### src/rtl/em_pkg.sv
// Shared definitions for the em serial-bus master and slave-side benches:
// the 4-bit state encoding and the default word, address and timeout sizes.
package em_pkg;

  localparam int EM_N         = 8;   // data word width
  localparam int EM_ADN       = 12;  // address length, sent MSB first
  localparam int EM_TIMEOUT_N = 64;  // read-response timeout in cycles

  typedef enum logic [3:0] {
    ST_IDLE  = 4'd0,
    ST_REQ   = 4'd1,
    ST_START = 4'd2,
    ST_ADDR  = 4'd3,
    ST_WDONE = 4'd4,
    ST_RWAIT = 4'd5,
    ST_RDATA = 4'd6,
    ST_RSP   = 4'd7
  } em_state_e;

endpackage

### src/rtl/em_shift_tx.sv
// Parallel-load, MSB-first serialiser. The serial bit is a register that
// reads 0 after load or clear; done rises with the W-th shifted bit and
// stays high until the next load.
module em_shift_tx #(
  parameter int W = 12
) (
  input  logic         clk,
  input  logic         reset,
  input  logic         load,
  input  logic [W-1:0] data,
  input  logic         shift,
  input  logic         clear,
  output logic         bit_out,
  output logic         done
);

  localparam int CW = $clog2(W) + 1;

  logic [W-1:0]  sreg;
  logic [CW-1:0] cnt;

  // Load the word, then present one bit per shift, MSB first.
  always_ff @(posedge clk or negedge reset) begin
    // NOTE: every register here is assigned with <=, so all of them update
    // together from the values held before the edge.
    if (!reset) begin
      sreg    <= '0;
      cnt     <= '0;
      bit_out <= 1'b0;
      done    <= 1'b0;
    end else if (load) begin
      sreg    <= data;
      cnt     <= '0;
      bit_out <= 1'b0;
      done    <= 1'b0;
    end else if (clear) begin
      bit_out <= 1'b0;
    end else if (shift) begin
      bit_out <= sreg[W-1];
      sreg    <= sreg << 1;
      cnt     <= cnt + 1'b1;
      done    <= (cnt == CW'(W - 1));
    end
  end

endmodule

### src/rtl/em_master.sv
// Serial-bus master: accepts a user read/write command, arbitrates for the
// bus, serialises start + address (+ write data) to the slave, and
// deserialises the read response.
// Optional feature: define EM_MASTER_TIMEOUT_EN to enable the read timeout
// (RdErr pulse); otherwise RdErr is tied 0 and reads wait indefinitely.
module em_master
  import em_pkg::*;
#(
  parameter int N        = EM_N,
  parameter int ADN      = EM_ADN,
  parameter int TimeoutN = EM_TIMEOUT_N
) (
  input  logic           clk,
  input  logic           reset,
  input  logic           CmdValid,
  output logic           CmdReady,
  input  logic           CmdWren,
  input  logic [ADN-1:0] CmdAddr,
  input  logic [N-1:0]   CmdData,
  output logic           RdValid,
  output logic [N-1:0]   RdData,
  output logic           RdErr,
  output logic           Busy,
  output logic           BusReq,
  input  logic           BusGrant,
  output logic           SValid,
  output logic           SWren,
  output logic           SAddr,
  output logic           SData,
  input  logic           SReady,
  input  logic           SValidIn,
  input  logic           SDataIn,
  input  logic           SHold
);

  localparam int CNW = $clog2(N) + 1;

  em_state_e      state;
  logic           wren_q;
  logic [CNW-1:0] cnt;
  logic [N-1:0]   rx;
  logic [N-1:0]   rx_next;
  logic           rd_last;
  logic           tx_load, tx_shift, tx_clear;
  logic           addr_done, data_done;

  // Serialiser control; data is zero-extended so it lands in the last N bits.
  always_comb begin
    // NOTE: every output of this block gets a value before any branch,
    // so no path leaves it holding state and no latch is inferred.
    tx_load  = 1'b0;
    tx_shift = 1'b0;
    tx_clear = 1'b0;
    rx_next  = {rx[N-2:0], SDataIn};
    rd_last  = (state == ST_RDATA) && SValidIn && (cnt == CNW'(N - 1));
    if (state == ST_IDLE && CmdValid && CmdReady) tx_load = 1'b1;
    if (state == ST_START) tx_shift = 1'b1;
    if (state == ST_ADDR) begin
      tx_shift = !addr_done;
      tx_clear = addr_done;
    end
  end

  em_shift_tx #(.W(ADN)) u_addr_tx (
    .clk(clk), .reset(reset), .load(tx_load), .data(CmdAddr),
    .shift(tx_shift), .clear(tx_clear), .bit_out(SAddr), .done(addr_done)
  );

  em_shift_tx #(.W(ADN)) u_data_tx (
    .clk(clk), .reset(reset), .load(tx_load),
    .data(CmdWren ? ADN'(CmdData) : '0),
    .shift(tx_shift), .clear(tx_clear), .bit_out(SData), .done(data_done)
  );

`ifdef EM_MASTER_TIMEOUT_EN
  localparam int TW = $clog2(TimeoutN + 1);
  logic [TW-1:0] tcnt;
`else
  assign RdErr = 1'b0;
`endif

  // Transaction FSM with registered handshake, bus and serial-control outputs.
  always_ff @(posedge clk or negedge reset) begin
    if (!reset) begin
      state    <= ST_IDLE;
      wren_q   <= 1'b0;
      cnt      <= '0;
      rx       <= '0;
      CmdReady <= 1'b0;
      RdValid  <= 1'b0;
      RdData   <= '0;
      Busy     <= 1'b0;
      BusReq   <= 1'b0;
      SValid   <= 1'b0;
      SWren    <= 1'b0;
`ifdef EM_MASTER_TIMEOUT_EN
      RdErr    <= 1'b0;
      tcnt     <= '0;
`endif
    end else begin
      RdValid <= 1'b0;
`ifdef EM_MASTER_TIMEOUT_EN
      RdErr   <= 1'b0;
`endif
      case (state)
        ST_IDLE: begin
          if (CmdValid && CmdReady) begin
            wren_q   <= CmdWren;
            CmdReady <= 1'b0;
            Busy     <= 1'b1;
            BusReq   <= 1'b1;
            state    <= ST_REQ;
          end else begin
            CmdReady <= 1'b1;
          end
        end
        ST_REQ: begin
          if (BusGrant && SReady) begin
            SValid <= 1'b1;
            SWren  <= wren_q;
            state  <= ST_START;
          end
        end
        ST_START: state <= ST_ADDR;
        ST_ADDR: begin
          if (addr_done) begin
            SValid <= 1'b0;
            SWren  <= 1'b0;
            cnt    <= '0;
            state  <= wren_q ? ST_WDONE : ST_RWAIT;
          end
        end
        ST_WDONE: begin
          if (cnt == CNW'(1)) begin
            BusReq   <= 1'b0;
            Busy     <= 1'b0;
            CmdReady <= 1'b1;
            state    <= ST_IDLE;
          end else begin
            cnt <= cnt + 1'b1;
          end
        end
        ST_RWAIT: begin
          // The first valid cycle is the slave's load cycle; its bit is dropped.
          if (SValidIn) begin
            cnt   <= '0;
            state <= ST_RDATA;
          end
        end
        ST_RDATA: begin
          if (SValidIn) begin
            rx  <= rx_next;
            cnt <= cnt + 1'b1;
            if (rd_last) begin
              RdData  <= rx_next;
              RdValid <= 1'b1;
              state   <= ST_RSP;
            end
          end
        end
        ST_RSP: begin
          BusReq   <= 1'b0;
          Busy     <= 1'b0;
          CmdReady <= 1'b1;
          state    <= ST_IDLE;
        end
        default: state <= ST_IDLE;
      endcase
`ifdef EM_MASTER_TIMEOUT_EN
      // A completing last bit wins over a timeout in the same cycle.
      if (state == ST_RWAIT || state == ST_RDATA) begin
        if (tcnt == TW'(TimeoutN - 1) && !rd_last) begin
          RdErr    <= 1'b1;
          BusReq   <= 1'b0;
          Busy     <= 1'b0;
          CmdReady <= 1'b1;
          state    <= ST_IDLE;
        end else begin
          tcnt <= tcnt + 1'b1;
        end
      end else begin
        tcnt <= '0;
      end
`endif
    end
  end

  // SHold is status only; the data serialiser's done mirrors the address one.
  logic unused_ok;
  assign unused_ok = &{1'b0, SHold, data_done, 32'(TimeoutN)};

endmodule
### config.mk
export PLATFORM = sky130hd
export DESIGN_NAME = em_master
export DESIGN_NICKNAME = d
export VERILOG_FILES = /design/src/rtl/em_pkg.sv /design/src/rtl/em_shift_tx.sv /design/src/rtl/em_master.sv
export SDC_FILE = /design/constraint.sdc
export NUM_CORES = 1
export LEC_CHECK = 0
export CORE_ASPECT_RATIO = 1.4
export CORE_MARGIN = 3
export CORE_UTILIZATION = 24
export DETAILED_ROUTE_END_ITERATION = 16
export DONT_BUFFER_PORTS = 1
export PLACE_DENSITY = 0.45
export SETUP_SLACK_MARGIN = 0.05
export SYNTH_ARGS = -nofsm -noshare
export SYNTH_HDL_FRONTEND = slang
export SYNTH_HIERARCHICAL = 1
export SYNTH_SLANG_ARGS = --single-unit
### constraint.sdc
create_clock -name clk -period 5.4 [get_ports clk]
set_input_delay 1.08 -clock clk [delete_from_list [all_inputs] [get_ports clk]]
set_output_delay 1.08 -clock clk [all_outputs]
set_load 0.05 [all_outputs]
==> results.json <==
{
  "status": "finished clean",
  "start_util_pct": 24.7,
  "drt_first_pass_iters": 4,
  "gr-usage-met2_pct": 15.3,
  "cts_buffers": 9,
  "critPathSlowestCell": "dfrtp_1",
  "cts_setup_buffers": 0,
  "port_buffers": 0,
  "drc": 0,
  "finalInstanceArea_mm2": 0.00347,
  "htreeDepth": 3,
  "dieArea_mm2": 0.0142,
  "hold_viol": 0,
  "synth_area_mm2": 0.00307,
  "num_io_pins": 46,
  "yosys_warnings": 6,
  "cts_resized": 0,
  "synth_cells": 275,
  "clk_latency_ps": 330,
  "dp_hpwl_mm": 4.16,
  "clock-root-buffer": "clkbuf_16",
  "finalPower_mw": 1.74,
  "cellLeakagePower_nw": 1.67,
  "cp_data_required_time_ps": 5600,
  "grt_pass1_vias": 2063,
  "grt_pass1_wl_mm": 10.6,
  "postSynthAreaPerCell_um2": 11.2,
  "start_kind": "flip-flop",
  "peakVddDrop_mv": 0.116,
  "finClkSkew_ps": 7.70,
  "timing.hold.ws_ps": 448,
  "nets": 304,
  "tns_ps": 0,
  "grt_use_met3_pct": 2.81,
  "clk_pin_slew_ps": 60,
  "clock_path_buffers": 2,
  "drt-wirelength-per-cell_um": 14.5,
  "drt_iter0_drc": 46,
  "die_width_um": 102,
  "fmax_mhz": 422,
  "path_max_fanout": 18,
  "critPathArrivalTime_ps": 2570,
  "grt_max_degree": 62,
  "hp-class": "in2async",
  "diodes": 0,
  "placementRows": 48,
  "slowest_delay_ps": 710,
  "clkSinkCount": 60,
  "num_vias": 1947,
  "placed_cell_area_mm2": 0.00315,
  "cap_violations": 0,
  "cts_tree": "yes",
  "period_share_pct": 43.9,
  "grt_usage_pct": 9.61,
  "area_growth_pct": 13.1,
  "coreArea_mm2": 0.0124,
  "drv_slew": 0,
  "slew_headroom_pct": 33.4,
  "criticalPathCategory": "reg2reg",
  "powerDensity_mw_per_mm2": 502,
  "path_cells": "nand4b_1 -> inv_1 -> nor2b_4 -> nand4_1 -> mux2_1",
  "rrSetupSlack_ps": 3030,
  "tightestPinTransition_ps": 999,
  "holdBufCountCts": 0,
  "use_met1_pct": 11.2,
  "overflow": 0,
  "rsz0062_at_grt": "false",
  "grt_busiest_layer": "met2",
  "drt_wl_total_mm": 6.20,
  "antenna_found_initial": 0,
  "end_kind": "flip-flop",
  "ant_nets": 0,
  "dieHeight_um": 140,
  "setup_viol": 0,
  "gp_congestion": 0.766,
  "drive_gt1_share_pct": 14.8,
  "period_needed_ps": 2370,
  "vias_per_cell": 4.56
}
## layout by cell type, fill, tap and decap left out, types with 4 or more instances in the layout
cell and count:
nand4_1 5, o21ai_0 11, clkbuf_8 4, conb_1 5, mux2i_1 26, dfrtp_1 60, clkbuf_16 9, mux2_4 8
o21ai_1 15, nor2_1 8, inv_1 6, and2_1 8, nand3_1 7, mux2_2 8, nand2_1 37
## per-layer routing
| layer | vias up | routed length (µm) |
|---|---|---|
| li1 | 952 | - |
| met1 | 951 | 2640 |
| met2 | 34 | 3180 |
| met3 | 10 | 222 |
| met4 | 0 | 151 |
| met5 | - | 0 |
## where the power goes
group / internal (mW) / total, mW / switching [mW]
sequential: 0.555 / 0.741 / 0.186
combinational: 0.203 / 0.394 / 0.191
clock: 0.406 / 0.607 / 0.201
## metrics by stage
| stage | setup WS (ps) | utilization (%) | std cells |
|---|---|---|---|
| 6_report | 3030 | 27.9 | 427 |
| 2_1_floorplan | 3140 | - | 279 |
| 5_1_grt | 2800 | 27.9 | 427 |
| 4_1_cts | 3000 | 27.9 | 427 |
| 3_5_place_dp | 2730 | 25.3 | 411 |
| 3_3_place_gp | 2760 | 25.3 | 411 |
## worst max-delay path, delay by kind of cell, from the launching register on
kind          cells  cell delay (ps)
mux               1              330
flops             1              710
buf+inv           1              240
simple gates      3              970
## worst paths after layout
kind | from | end | cells past startpoint
max | state[2] | u_addr_tx/cnt[3] | 5
min | reset | u_data_tx/sreg[2] | 0
min in group clk | rx[6] | RdData[7] | 1
max reg2reg | state[2] | u_addr_tx/cnt[3] | 5
max in group asynchronous | reset | rx[5] | 0
min reg2reg | rx[6] | RdData[7] | 1
## sequential cells by signal (all words and copies together) (netlist names)
register           cells
RdValid                1
RdData                 8
SValid                 1
u_addr_tx/bit_out      1
u_data_tx/bit_out      1
cnt                    4
state                  3
BusReq                 1
wren_q                 1
u_data_tx/sreg        12
u_addr_tx/sreg        12
rx                     7
u_addr_tx/cnt          5
u_addr_tx/done         1
CmdReady               1
SWren                  1
## layout make-up
cell class,count,area (µm²)
clock buffer,13,280
clock inverter,3,42.5
fill,1257,8960
inverter,6,22.5
multi-input combinational,195,1440
sequential,60,1500
tap,150,188
(Power assumes the default switching activity.)
